===== src/rtl/uart_rx.sv =====
`default_nettype none
// +--------------------------------------------------------------------------+
// | Module   : uart_rx                                                        |
// | Purpose  : 16x-oversampled UART receiver. It synchronises rx, finds the   |
// |            start edge, samples each bit at mid-period and holds the       |
// |            received word until the consumer reads it. It flags frame and  |
// |            overrun errors.                                                |
// | Option   : define UART_RX_PARITY_EN to insert an even-parity bit between  |
// |            the data and the stop bit. Without it, parity_err is tied 0.   |
// | Revision : 1.0  initial release                                           |
// +--------------------------------------------------------------------------+
module uart_rx #(
  parameter int DBIT    = 8,
  parameter int SB_TICK = 16
) (
  input  logic            clk,
  input  logic            rstn,
  input  logic            tick,
  input  logic            rx,
  input  logic            rd,
  output logic [DBIT-1:0] dout,
  output logic            valid,
  output logic            frame_err,
  output logic            overrun_err,
  output logic            parity_err,
  output logic            busy
);

  localparam int            NW     = $clog2(DBIT + 1);
  localparam logic [NW-1:0] N_LAST = NW'(DBIT - 1);
  localparam logic [4:0]    S_MID  = 5'd7;
  localparam logic [4:0]    S_END  = 5'd15;
  localparam logic [4:0]    S_STOP = 5'(SB_TICK - 1);

  typedef enum logic [2:0] {
    IDLE   = 3'd0,
    START  = 3'd1,
    DATA   = 3'd2,
    PARITY = 3'd3,
    STOP   = 3'd4
  } state_t;

  state_t          state, state_nx;
  logic [4:0]      s, s_nx;
  logic [NW-1:0]   n, n_nx;
  logic [DBIT-1:0] shift, shift_nx;
  logic            rx_meta, rx_s;
  logic            done_good, done_ferr, done_perr;
`ifdef UART_RX_PARITY_EN
  logic            par_bit, par_nx;
`endif

  // Two-flop synchroniser for the asynchronous serial line. It resets to the idle level.
  always_ff @(posedge clk or negedge rstn) begin
    if (!rstn) begin
      rx_meta <= 1'b1;
      rx_s    <= 1'b1;
    end else begin
      rx_meta <= rx;
      rx_s    <= rx_meta;
    end
  end

  // Register for the FSM state, the tick and bit counters and the shift register.
  always_ff @(posedge clk or negedge rstn) begin
    if (!rstn) begin
      state <= IDLE;
      s     <= 5'd0;
      n     <= '0;
      shift <= '0;
`ifdef UART_RX_PARITY_EN
      par_bit <= 1'b0;
`endif
    end else begin
      state <= state_nx;
      s     <= s_nx;
      n     <= n_nx;
      shift <= shift_nx;
`ifdef UART_RX_PARITY_EN
      par_bit <= par_nx;
`endif
    end
  end

  // Next-state logic. Counters move only on tick, but start detection in IDLE does not wait for tick.
  always_comb begin
    state_nx  = state;
    s_nx      = s;
    n_nx      = n;
    shift_nx  = shift;
    done_good = 1'b0;
    done_ferr = 1'b0;
    done_perr = 1'b0;
`ifdef UART_RX_PARITY_EN
    par_nx    = par_bit;
`endif
    case (state)
      IDLE: begin
        if (!rx_s) begin
          state_nx = START;
          s_nx     = 5'd0;
        end
      end
      START: begin
        if (tick) begin
          if (s == S_MID) begin
            if (!rx_s) begin
              state_nx = DATA;
              s_nx     = 5'd0;
              n_nx     = '0;
            end else begin
              // The line went high before mid-start, so this was a glitch.
              state_nx = IDLE;
            end
          end else begin
            s_nx = s + 5'd1;
          end
        end
      end
      DATA: begin
        if (tick) begin
          if (s == S_END) begin
            shift_nx = {rx_s, shift[DBIT-1:1]};
            s_nx     = 5'd0;
            if (n == N_LAST) begin
`ifdef UART_RX_PARITY_EN
              state_nx = PARITY;
`else
              state_nx = STOP;
`endif
            end else begin
              n_nx = n + NW'(1);
            end
          end else begin
            s_nx = s + 5'd1;
          end
        end
      end
`ifdef UART_RX_PARITY_EN
      PARITY: begin
        if (tick) begin
          if (s == S_END) begin
            par_nx   = rx_s;
            s_nx     = 5'd0;
            state_nx = STOP;
          end else begin
            s_nx = s + 5'd1;
          end
        end
      end
`endif
      STOP: begin
        if (tick) begin
          if (s == S_STOP) begin
            state_nx = IDLE;
            // A framing error wins over a parity error.
            if (!rx_s) begin
              done_ferr = 1'b1;
`ifdef UART_RX_PARITY_EN
            end else if (^{shift, par_bit}) begin
              done_perr = 1'b1;
`endif
            end else begin
              done_good = 1'b1;
            end
          end else begin
            s_nx = s + 5'd1;
          end
        end
      end
      default: state_nx = IDLE;
    endcase
  end

  // Output register: hold-until-read data, error pulses and the sticky overrun flag.
  always_ff @(posedge clk or negedge rstn) begin
    if (!rstn) begin
      dout        <= '0;
      valid       <= 1'b0;
      frame_err   <= 1'b0;
      overrun_err <= 1'b0;
    end else begin
      frame_err <= done_ferr;
      if (done_good) begin
        // A new word always overwrites dout. It counts as lost only if the old word was unread and not being read now.
        dout  <= shift;
        valid <= 1'b1;
        if (valid && !rd) begin
          overrun_err <= 1'b1;
        end
      end else if (rd && valid) begin
        valid       <= 1'b0;
        overrun_err <= 1'b0;
      end
    end
  end

`ifdef UART_RX_PARITY_EN
  // Parity error pulse, aligned with the frame_err pulse.
  always_ff @(posedge clk or negedge rstn) begin
    if (!rstn) begin
      parity_err <= 1'b0;
    end else begin
      parity_err <= done_perr;
    end
  end
`else
  assign parity_err = 1'b0;
`endif

  assign busy = (state != IDLE);

endmodule
`default_nettype wire

===== config.mk =====
export PLATFORM = sky130hd
export DESIGN_NAME = uart_rx
export DESIGN_NICKNAME = d
export VERILOG_FILES = /design/src/rtl/uart_rx.sv
export SDC_FILE = /design/constraint.sdc
export NUM_CORES = 1
export LEC_CHECK = 0
export CAP_MARGIN = 25
export CORE_ASPECT_RATIO = 1.5
export CORE_UTILIZATION = 60
export DETAILED_ROUTE_END_ITERATION = 10
export PLACE_DENSITY_LB_ADDON = 0.2
export SYNTH_ARGS = -nofsm -noshare
export SYNTH_HDL_FRONTEND = slang
export SYNTH_SLANG_ARGS = --single-unit

===== constraint.sdc =====
create_clock -name clk -period 4.2 [get_ports clk]
set_input_delay 0.84 -clock clk [delete_from_list [all_inputs] [get_ports clk]]
set_output_delay 0.84 -clock clk [all_outputs]
set_load 0.01 [all_outputs]

# ---- Word level (Yosys, flattened, before mapping)
# Index checks and enable logic that the tools add are counted.
dict set report op_classes {
  add_sub_neg 2
  mul 0
  div_mod_pow 0
  order_cmp 0
  n_eq_ne 18
  shifts 0
  muxes 37
  bitwise 0
  n_reduce_logical 13
}
# operator count
set op_table {}
lappend op_table {{$mux 5} 7}
lappend op_table {{$mux 3} 8}
lappend op_table {{$mux 4} 6}
lappend op_table {{$ne 2x2->1 const B} 11}
lappend op_table {{$pmux 5 s4} 1}
lappend op_table {{$mux 1} 12}
lappend op_table {{$pmux 3 s4} 1}
lappend op_table {{$pmux 4 s2} 1}
lappend op_table {{$reduce_and 8->1} 1}
lappend op_table {{$reduce_and 7->1} 1}
lappend op_table {{$add 5x1->5 const B} 1}
lappend op_table {{$eq 5x3->1 const B} 1}
lappend op_table {{$eq 5x4->1 const B} 1}
lappend op_table {{$reduce_and 5->1} 1}
lappend op_table {{$add 4x1->4 const B} 1}
lappend op_table {{$eq 4x3->1 const B} 1}
lappend op_table {{$reduce_bool 2->1} 2}
lappend op_table {{$reduce_bool 4->1} 1}
lappend op_table {{$eq 3x1->1 const B} 1}
lappend op_table {{$eq 3x2->1 const B} 1}
lappend op_table {{$eq 3x3->1 const B} 1}
lappend op_table {{$logic_not 3->1} 1}
lappend op_table {{$reduce_and 3->1} 1}
lappend op_table {{$reduce_bool 3->1} 1}
lappend op_table {{other kinds (5)} 6}
dict set report word_totals {
  regBits 33
  latchBits 0
  mem_bits_rw 0
  mem_bits_ro 0
  out_inout_bits 13
  elab_cells 80
  memories 0
}

# ---- Logic depth before layout (Yosys ltp)
# Gate-level depths: netlist (run 1).
dict set report logic_depth {
  depth_word 6
  mapped_depth 8
  ltp_nobuf 7
}

# ---- Worst setup path after synthesis (run 1)
# Ideal clock, no wire load.
dict set report synth_path {
  kind {register to register}
  from {register s[0]}
  to {register n[0]}
  setup_ns 0.127
  arrival_ns 1.883
  t_required_ns 4.073
  setup_slack_ns 2.190
  path_stages_with_launch 8
  n_path_buf 0
  period_less_slack_ns 2.010
  cell_sequence {dfrtp_1 > ha_1 > and3_1 > ha_1 > nor4b_2 > a21oi_1 > and3_4 > mux2_1}
}
dict set report synth_via {
  elab_chain_cells 3
  elab_cells_between_ends 5
  classes_between {eq/ne (4); reduce/logical (1)}
}
# element line
set synth_lines {}
lappend synth_lines {{start, declared} 44} ;# logic [4:0] s, s_nx;
lappend synth_lines {{start signal, assigned} 76} ;# s <= s_nx;
lappend synth_lines {{$eq 5x4->1 or $eq 5x3->1 (tied branches)} {122, 106}}
lappend synth_lines {{$ne 2x2->1 (no line)} -}
lappend synth_lines {{$reduce_and 7->1 (no line) *} -}
lappend synth_lines {{end signal, assigned} 77} ;# n <= n_nx;
lappend synth_lines {{end, declared} 45} ;# logic [NW-1:0] n, n_nx;
# Every way passes the cells marked *; elsewhere a longest branch is shown, timed or not.
# A chain may end at the register's enable or synchronous reset.

# ---- Final worst setup path (run 1)
dict set report layout_path {
  from {register state[2]}
  to {output port busy}
}
dict set report layout_via {
  elab_chain_cells 1
}
# element line
set layout_lines {}
lappend layout_lines {{start, declared} 43} ;# state_t state, state_nx;
lappend layout_lines {{start signal, assigned} 75} ;# state <= state_nx;
lappend layout_lines {{$reduce_bool 3->1} 211} ;# assign busy = (state != IDLE);
lappend layout_lines {{end, declared} 26} ;# output logic busy
# No other way between the ends.

==> flow_metrics.env, run 1 <==
export IMPL_dp_hpwl_um=2442
export IMPL_io_pin_count=18
export IMPL_synth_top_cell_area_share_pct=43.51
export IMPL_io_buffers=16
export IMPL_clkTransAtPathRegs_ps=70
export IMPL_cts_tree="yes"
export IMPL_startpoint="state[2]$_DFFE_PN0P_"
export IMPL_start_kind="flip-flop"
export IMPL_power_leakage_nw=0.8808
export IMPL_worst_r2r_endpoint="overrun_err$_DFFE_PN0P_"
export IMPL_die_w_um=46.51
export IMPL_synth_fa_ha_area_share_pct=3.509
export IMPL_timing_rr_start="s[0]$_DFFE_PN0P_"
export IMPL_finalSetupViolCount=0
export IMPL_dieHeight_um=68.77
export IMPL_holdWs_ps=357.1
export IMPL_critPathMaxFanout=17
export IMPL_powerDensity_nw_per_um2=526.5
export IMPL_syn_instance_count=149
export IMPL_synth_ff_latch_count=33
export IMPL_max_slew_margin_pct=62.09
export IMPL_async_flop_share_pct=100.0
export IMPL_maxCapViolCount=0
export IMPL_maxSlewViolCount=0
export IMPL_route_detailed_drc=0
export IMPL_wirelength_um=3292
export IMPL_grt_max_degree=34
export IMPL_viasPerCell=6.093
export IMPL_cts_resized=0
export IMPL_synthFlopType="dfrtp_1"
export IMPL_grt_overflow=0
export IMPL_worstHoldPathCells=0
export IMPL_num_rows=23
export IMPL_yosysUniqueCellTypes=61
export IMPL_drtIter0Drc=42
export IMPL_h_tree_depth=2
export IMPL_syn_avg_cell_area_um2=11.97
export IMPL_yosysTopAreaCell="dfrtp_1"
export IMPL_fill_cells=183
export IMPL_yosys_area_share_simple_pct=18.53
export IMPL_syn_nets=159
export IMPL_synth_compound_area_share_pct=14.95
export IMPL_reg2regPathDepth=7
export IMPL_ys_top_cells_by_area="dfrtp_1 (44%), mux2_2 (11%), ha_1 (3.5%)"
export IMPL_cts_sinks=33
export IMPL_rsz0062_at_grt="false"
export IMPL_finClkSkew_ps=6.817
export IMPL_cts_setup_buffers=0
export IMPL_seq_area_frac_synth_pct=46.46
export IMPL_start_util_pct=65.22
export IMPL_reg2reg_setup_slack_ps=1890
export IMPL_clk_insertion_delay_late_ps=290
export IMPL_antenna_found_initial=0
export IMPL_wl_per_cell_um=16.06
export IMPL_hold_buffers=0
export IMPL_required_ps=3360
export IMPL_synth_warnings=0
export IMPL_place_gp_congestion=0.8200
export IMPL_min_path_type="reg -> reg"
export IMPL_muxShareOfSynthArea_pct=11.93
export IMPL_via_count=1249
export IMPL_finalSetupTns_ps=0
export IMPL_worst_pin_slew_ps=568.6
export IMPL_dieArea_um2=3198
export IMPL_cp_end_kind="output port"
export IMPL_netlist_area_um2=1783
export IMPL_finalHoldViolCount=0
export IMPL_grt_pass1_wl_um=5582
export IMPL_crit_arrival_ps=1900
export IMPL_synth_top_family_by_area="simple AND/OR/NAND/NOR gates"
export IMPL_drive_gt1_share_pct=27.98
export IMPL_synth_edf_count=0
export IMPL_area_growth_pct=16.28
export IMPL_synth_xor_area_share_pct=0.4912
export IMPL_synth_commonest_cells="dfrtp_1 (31), mux2_2 (17), inv_1 (7), nand2_1 (7)"
export IMPL_dr_pass1_iters=4
export IMPL_antenna_cells=0
export IMPL_root_buffer="clkbuf_8"
export IMPL_grt_pass1_vias=1243
export IMPL_hold_start="rx_meta$_DFF_PN1_"
export IMPL_crit_type="reg -> out"
export IMPL_cts_max_path_buffers=2
export IMPL_period_needed_ps=2744
export IMPL_vdd_drop_max_uv=301.4
export IMPL_hold_end="rx_s$_DFF_PN1_"
export IMPL_synth_most_common_cell="dfrtp_1"
export IMPL_ant_nets=0
export IMPL_grtUsageTotal_pct=24.67
export IMPL_outcome="complete, no violations"
export IMPL_fin_crit_sh_pct=65.34
export IMPL_fmax_mhz=364.4
export IMPL_cts_made_buffers=5
export IMPL_layout_nets=177
export IMPL_core_um2=2734
## worst max-delay path by stage
stage                         endpoint  slack [ps]  depth (start not counted)
2_1_floorplan         n[0]$_DFFE_PN0P_        2190                          7
3_3_place_gp   overrun_err$_DFFE_PN0P_        1530                          5
3_5_place_dp   overrun_err$_DFFE_PN0P_        1480                          5
4_1_cts                           busy        1480                          3
5_1_grt                           busy        1390                          3
6_report                          busy        1460                          3
## report_power, final
part / total, mW / switching (mW) / internal, mW
logic: 0.347 / 0.185 / 0.162
clock network: 0.312 / 0.119 / 0.193
registers: 0.433 / 0.0789 / 0.354
total: 1.09 / 0.383 / 0.708
## cell type report
type                       count  area, um^2  share of cell area, %
multi-input combinational    103       884.6                  42.67
inverter                       7       26.28                  1.267
tap                           37       46.29                  2.233
clock buffer                   6       82.58                  3.983
clock inverter                 2       37.54                  1.810
sequential                    33       828.3                  39.95
timing repair buffer          17       167.7                  8.087
## layer usage
metal / up-vias / track usage (%) / share of wire [%]
li1: 595 / - / -
met1: 620 / 28.40 / 41
met2: 25 / 40.80 / 53
met3: 9 / 6.771 / 3.8
met4: 0 / 12.13 / 2.4
met5: - / 0 / 0
## sequential cells by signal, summed over array words and instances, names as in the netlist
signal	cells
valid	1
overrun_err	1
rx_meta	1
s	5
dout	8
n	4
rx_s	1
state	3
frame_err	1
shift	8
## worst max-delay path, stage by stage (launching register included)
cell and delay [ps]:
dfrtp_1 700, inv_1 250, nand2_1 120, clkdlybuf4s50_1 540
## cell usage in the layout, fill, tap and decap left out, types with 2 or more instances in the layout
| master | instances |
|---|---|
| dfrtp_1 | 31 |
| mux2_2 | 17 |
| clkdlybuf4s50_1 | 16 |
| inv_1 | 7 |
| nand2_1 | 7 |
| clkbuf_8 | 6 |
| nand3_1 | 5 |
| ha_1 | 5 |
| nor3_1 | 4 |
| and2_1 | 3 |
| a21oi_1 | 3 |
| and3_1 | 2 |
| nor3b_2 | 2 |
| nand4_1 | 2 |
| o2bb2ai_1 | 2 |
| or3b_1 | 2 |
| nor2_1 | 2 |
| nor4b_2 | 2 |
| nand3b_1 | 2 |
| or2_2 | 2 |
| nor3b_1 | 2 |
| a31oi_1 | 2 |
| dfstp_2 | 2 |
## through the flow
stage / util [%] / std cells / power [mW] / cell area [um^2] / setup slack [ps]
after floorplan: - / 149 / 0.7077 / 1783 / 2190
after global placement: 71.44 / 197 / 0.7657 / 1953 / 1533
after detailed placement: 71.44 / 197 / 0.7811 / 1953 / 1478
after CTS: 75.84 / 205 / 1.096 / 2073 / 1481
after global routing: 75.84 / 205 / 1.155 / 2073 / 1388
final: 75.84 / 205 / 1.091 / 2073 / 1456
## cells by family after synthesis
family | count (synthesis)
simple gates | 48
flops | 33
compound gates | 29
mux | 19
buf+inv | 13
fa+ha+maj | 5
other cells | 1
xor+xnor | 1
Power figures use the tool's default switching activity.
==> inputs of run 2 (changes only) <==
--- a/config.mk
+++ b/config.mk
@@ -7,7 +7,7 @@
 export LEC_CHECK = 0
 export CAP_MARGIN = 25
 export CORE_ASPECT_RATIO = 1.5
-export CORE_UTILIZATION = 60
+export CORE_UTILIZATION = 56
 export DETAILED_ROUTE_END_ITERATION = 10
 export PLACE_DENSITY_LB_ADDON = 0.2
 export SYNTH_ARGS = -nofsm -noshare
==> constraint.sdc (replaced) <==
create_clock -name clk -period 2.87 [get_ports clk]
set_input_delay 0.574 -clock clk [delete_from_list [all_inputs] [get_ports clk]]
set_output_delay 0.574 -clock clk [all_outputs]
set_load 0.01 [all_outputs]
==> flow_metrics.env, run 2 (synthesis results as in run 1) <==
export IMPL_maxSlewViolCount=0
export IMPL_slowest_delay_ps=710
export IMPL_grt_pass1_vias=1296
export IMPL_grt_busiest_layer="met2"
export IMPL_slowest_stage="dfrtp_1"
export IMPL_critPathMaxFanout=17
export IMPL_via_count=1257
export IMPL_powerDensity_nw_per_um2=759.3
export IMPL_core_um2=2973
export IMPL_globalRouteMet2Util_pct=37.39
export IMPL_antenna_cells=0
export IMPL_hold_buffers=0
export IMPL_dieHeight_um=71.11
export IMPL_root_buffer="clkbuf_8"
export IMPL_area_growth_pct=15.72
export IMPL_io_buffers=16
export IMPL_power_mw=1.567
export IMPL_dieArea_um2=3418
export IMPL_numPlacedInstances=199
export IMPL_cts_max_path_buffers=2
export IMPL_outcome="complete, no violations"
export IMPL_h_tree_depth=2
export IMPL_grt_overflow=0
export IMPL_finalHoldViolCount=0
export IMPL_cts_resized=0
export IMPL_fmax_mhz=396.9
export IMPL_max_slew_margin_pct=61.19
export IMPL_cp_end_kind="output port"
export IMPL_power_leakage_nw=0.8785
export IMPL_final_cell_mix="dfrtp_1 (31), mux2_2 (17), clkdlybuf4s50_1 (16)"
export IMPL_p_sw_mw=0.5543
export IMPL_reg2reg_setup_slack_ps=540
export IMPL_power_frac_comb_pct=32.2
export IMPL_grtUsageMet1_pct=27.30
export IMPL_required_ps=2300
export IMPL_num_rows=24
export IMPL_route_detailed_drc=0
export IMPL_maxCapViolCount=0
export IMPL_clockPowerShare_pct=27.2
export IMPL_finalSetupViolCount=0
export IMPL_cts_tree="yes"
export IMPL_final_cells=207
export IMPL_worst_slack_ps=350.7
export IMPL_grt_max_degree=34
export IMPL_met3_usage_pct=7.398
export IMPL_wl_per_cell_um=16.28
export IMPL_drive_gt1_share_pct=27.38
export IMPL_crit_arrival_ps=1950
export IMPL_p_int_mw=1.012
export IMPL_dr_pass1_iters=4
export IMPL_grtUsageTotal_pct=23.63
export IMPL_layout_nets=177
export IMPL_final_area_um2=2063
export IMPL_die_w_um=48.07
export IMPL_rsz0062_at_grt="false"
export IMPL_cts_sinks=33
export IMPL_largestRegisters="dout: 8 flops, shift: 8 flops, s: 5 flops"
export IMPL_antenna_found_initial=0
export IMPL_sequentialPowerShare_pct=40.5
export IMPL_min_path_type="reg -> reg"
export IMPL_start_kind="flip-flop"
export IMPL_io_pin_count=18
export IMPL_fill_cells=217
export IMPL_period_needed_ps=2519
export IMPL_crit_type="reg -> out"
export IMPL_clkTransAtPathRegs_ps=70
export IMPL_worst_pin_slew_ps=582.2
export IMPL_layout_commonest_cell="dfrtp_1"
export IMPL_drtIter0Drc=27
export IMPL_fin_crit_sh_pct=87.78
export IMPL_path_cells="inv_1 -> nand2_1 -> clkdlybuf4s50_1"
export IMPL_finClkSkew_ps=7.131
export IMPL_clk_insertion_delay_late_ps=290
export IMPL_wirelength_um=3370
export IMPL_ant_nets=0
export IMPL_place_ws_ps=380.4
export IMPL_dp_hpwl_um=2373
export IMPL_grt_pass1_wl_um=5692
export IMPL_dpl_cell_area_um2=1956
export IMPL_cts_setup_buffers=0
export IMPL_viasPerCell=6.072
export IMPL_vdd_drop_max_uv=509.6
export IMPL_p_sw_share_pct=35.38
export IMPL_place_gp_congestion=0.8715
export IMPL_start_util_pct=59.97
export IMPL_cts_made_buffers=5
export IMPL_finalSetupTns_ps=0
## run 2: worst paths after layout
kind                                 startpoint                       to  cells past startpoint
hold / removal                rx_meta$_DFF_PN1_           rx_s$_DFF_PN1_                      0
setup reg to reg               s[1]$_DFFE_PN0P_  overrun_err$_DFFE_PN0P_                      7
setup / recovery           state[2]$_DFFE_PN0P_                     busy                      3
max in group asynchronous                  rstn           rx_s$_DFF_PN1_                      2
hold reg to reg               rx_meta$_DFF_PN1_           rx_s$_DFF_PN1_                      0
min in group asynchronous                  rstn      dout[4]$_DFFE_PN0P_                      2
## run 2: final cells by class
cell class              count  area [um^2]  area share, %
flip-flops and latches     33        828.3          40.15
clock inverters             2        35.03          1.698
repair buffers             17        167.7          8.126
well taps                  39        48.80          2.365
clock buffers               6        72.57          3.517
multi-input cells         103        884.6          42.87
inverters                   7        26.28          1.273
## run 2: routing by layer
metal	up-vias	part of all wire [%]
met1	635	41
met4	0	2.5
met2	24	53
met5	-	0
li1	589	-
met3	9	3.4
## run 2: power groups by stage
| stage | sequential (mW) | clock (mW) | combinational [mW] |
|---|---|---|---|
| floorplan | 0.579 | 0 | 0.456 |
| global placement | 0.636 | 0 | 0.487 |
| detailed placement | 0.640 | 0 | 0.503 |
| CTS | 0.633 | 0.436 | 0.507 |
| global route | 0.646 | 0.452 | 0.551 |
| finish | 0.635 | 0.427 | 0.505 |
## run 2: per-stage QoR
step	utilization, %	hold slack [ps]
after floorplan	-	278.4
after global placement	65.78	346.8
after detailed placement	65.78	346.8
after CTS	69.40	356.2
after global routing	69.40	359.0
final	69.40	355.5
## run 2: critical path, delay by kind of cell (launching register included)
family | cells | cell delay [ps]
flops | 1 | 710
buf+inv | 2 | 800
simple gates | 1 | 130
==> inputs of run 3 (changes only) <==
--- a/config.mk
+++ b/config.mk
@@ -9,7 +9,7 @@
 export CORE_ASPECT_RATIO = 1.5
 export CORE_UTILIZATION = 56
 export DETAILED_ROUTE_END_ITERATION = 10
-export PLACE_DENSITY_LB_ADDON = 0.2
+export PLACE_DENSITY = 0.81
 export SYNTH_ARGS = -nofsm -noshare
 export SYNTH_HDL_FRONTEND = slang
 export SYNTH_SLANG_ARGS = --single-unit
==> flow_metrics.env, run 3 (synthesis results as in run 1) <==
export IMPL_power_leakage_nw=0.8777
export IMPL_maxCapViolCount=0
export IMPL_grtUsageTotal_pct=22.88
export IMPL_io_pin_count=18
export IMPL_grt_max_degree=34
export IMPL_ant_nets=0
export IMPL_final_cell_mix="dfrtp_1 (31), mux2_2 (17), clkdlybuf4s50_1 (16)"
export IMPL_cts_setup_buffers=0
export IMPL_crit_type="reg -> out"
export IMPL_max_slew_margin_pct=61.74
export IMPL_dpl_cell_area_um2=1956
export IMPL_clkTransAtPathRegs_ps=70
export IMPL_h_tree_depth=2
export IMPL_vdd_drop_max_uv=582.2
export IMPL_cts_made_buffers=5
export IMPL_outcome="complete, no violations"
export IMPL_slowest_stage="dfrtp_1"
export IMPL_num_rows=24
export IMPL_slowest_delay_ps=690
export IMPL_drive_gt1_share_pct=27.98
export IMPL_finalHoldViolCount=0
export IMPL_worst_slack_ps=446.6
export IMPL_viasPerCell=5.961
export IMPL_fill_cells=204
export IMPL_io_buffers=16
export IMPL_grt_pass1_vias=1321
export IMPL_critPathMaxFanout=17
export IMPL_antenna_found_initial=0
export IMPL_wl_per_cell_um=15.74
export IMPL_grt_overflow=0
export IMPL_cts_tree="yes"
export IMPL_dieArea_um2=3418
export IMPL_fin_crit_sh_pct=84.44
export IMPL_start_util_pct=59.97
export IMPL_powerDensity_nw_per_um2=759.9
export IMPL_place_gp_congestion=0.8585
export IMPL_place_ws_ps=350.5
export IMPL_cts_max_path_buffers=2
export IMPL_fmax_mhz=412.6
export IMPL_drtIter0Drc=38
export IMPL_clk_insertion_delay_late_ps=280
export IMPL_period_needed_ps=2423
export IMPL_grt_pass1_wl_um=5664
export IMPL_finalSetupTns_ps=0
export IMPL_layout_nets=177
export IMPL_dr_pass1_iters=4
export IMPL_finalSetupViolCount=0
export IMPL_dieHeight_um=71.11
export IMPL_area_growth_pct=16.14
export IMPL_largestRegisters="dout: 8 flops, shift: 8 flops, s: 5 flops"
export IMPL_finClkSkew_ps=7.371
export IMPL_root_buffer="clkbuf_8"
export IMPL_via_count=1234
export IMPL_dp_hpwl_um=2383
export IMPL_path_cells="inv_1 -> nand2_1 -> clkdlybuf4s50_1"
export IMPL_required_ps=2300
export IMPL_cp_num_buf_inv=2
export IMPL_maxSlewViolCount=0
export IMPL_hold_buffers=0
export IMPL_final_area_um2=2071
export IMPL_die_w_um=48.07
export IMPL_crit_arrival_ps=1850
export IMPL_cp_end_kind="output port"
export IMPL_route_detailed_drc=0
export IMPL_rsz0062_at_grt="false"
export IMPL_crit_family="buffers and inverters"
export IMPL_antenna_cells=0
export IMPL_cts_resized=0
export IMPL_start_kind="flip-flop"
export IMPL_core_um2=2973
export IMPL_worst_pin_slew_ps=572.1
export IMPL_cts_sinks=33
export IMPL_layout_commonest_cell="dfrtp_1"
export IMPL_min_path_type="reg -> reg"
export IMPL_wirelength_um=3259
[run 3: cell count changes in the layout (fill, tap and decap cells not counted)]
cell	change
clkbuf_1	-1
clkinv_2	-1
clkinv_4	+1
clkinvlp_4	+1
[run 3: where the power goes]
part / internal [mW] / switching [mW] / total, mW
Sequential: 0.518 / 0.114 / 0.632
Clock: 0.260 / 0.172 / 0.432
Combinational: 0.237 / 0.273 / 0.510
Total: 1.01 / 0.559 / 1.57
[run 3: final cells by class]
cell class              count  area [um^2]  area share, %
clock inverters             3        46.29          2.236
multi-input cells         103        884.6          42.72
well taps                  39        48.80          2.356
inverters                   7        26.28          1.269
repair buffers             17        167.7          8.097
flip-flops and latches     33        828.3          40.00
clock buffers               5        68.82          3.323
[run 3: path summary, 6_finish.rpt]
kind                       slack [ps]                 endpoint  cells after the start                 start
hold / removal                    360           rx_s$_DFF_PN1_                      0     rx_meta$_DFF_PN1_
setup / recovery                  450                     busy                      3  state[2]$_DFFE_PN0P_
hold reg to reg                   360           rx_s$_DFF_PN1_                      0     rx_meta$_DFF_PN1_
max in group asynchronous        1840        rx_meta$_DFF_PN1_                      2                  rstn
setup reg to reg                  550  overrun_err$_DFFE_PN0P_                      7      s[0]$_DFFE_PN0P_
min in group asynchronous         700     state[1]$_DFFE_PN0P_                      2                  rstn
[run 3: through the flow]
| stage | utilization, % | std cells | hold slack (ps) | power [mW] |
|---|---|---|---|---|
| after floorplan | - | 149 | 278.4 | 1.036 |
| after global placement | 65.78 | 199 | 355.8 | 1.122 |
| after detailed placement | 65.78 | 199 | 355.7 | 1.138 |
| after CTS | 69.65 | 207 | 367.0 | 1.580 |
| after global routing | 69.65 | 207 | 368.6 | 1.666 |
| final | 69.65 | 207 | 364.1 | 1.574 |
[run 3: routing by layer]
layer | vias up | GRT usage, % | part of all wire (%)
met4 | 0 | 10.19 | 3.0
li1 | 589 | - | -
met5 | - | 0 | 0
met2 | 30 | 37.54 | 52
met3 | 11 | 4.847 | 2.7
met1 | 604 | 27.41 | 42
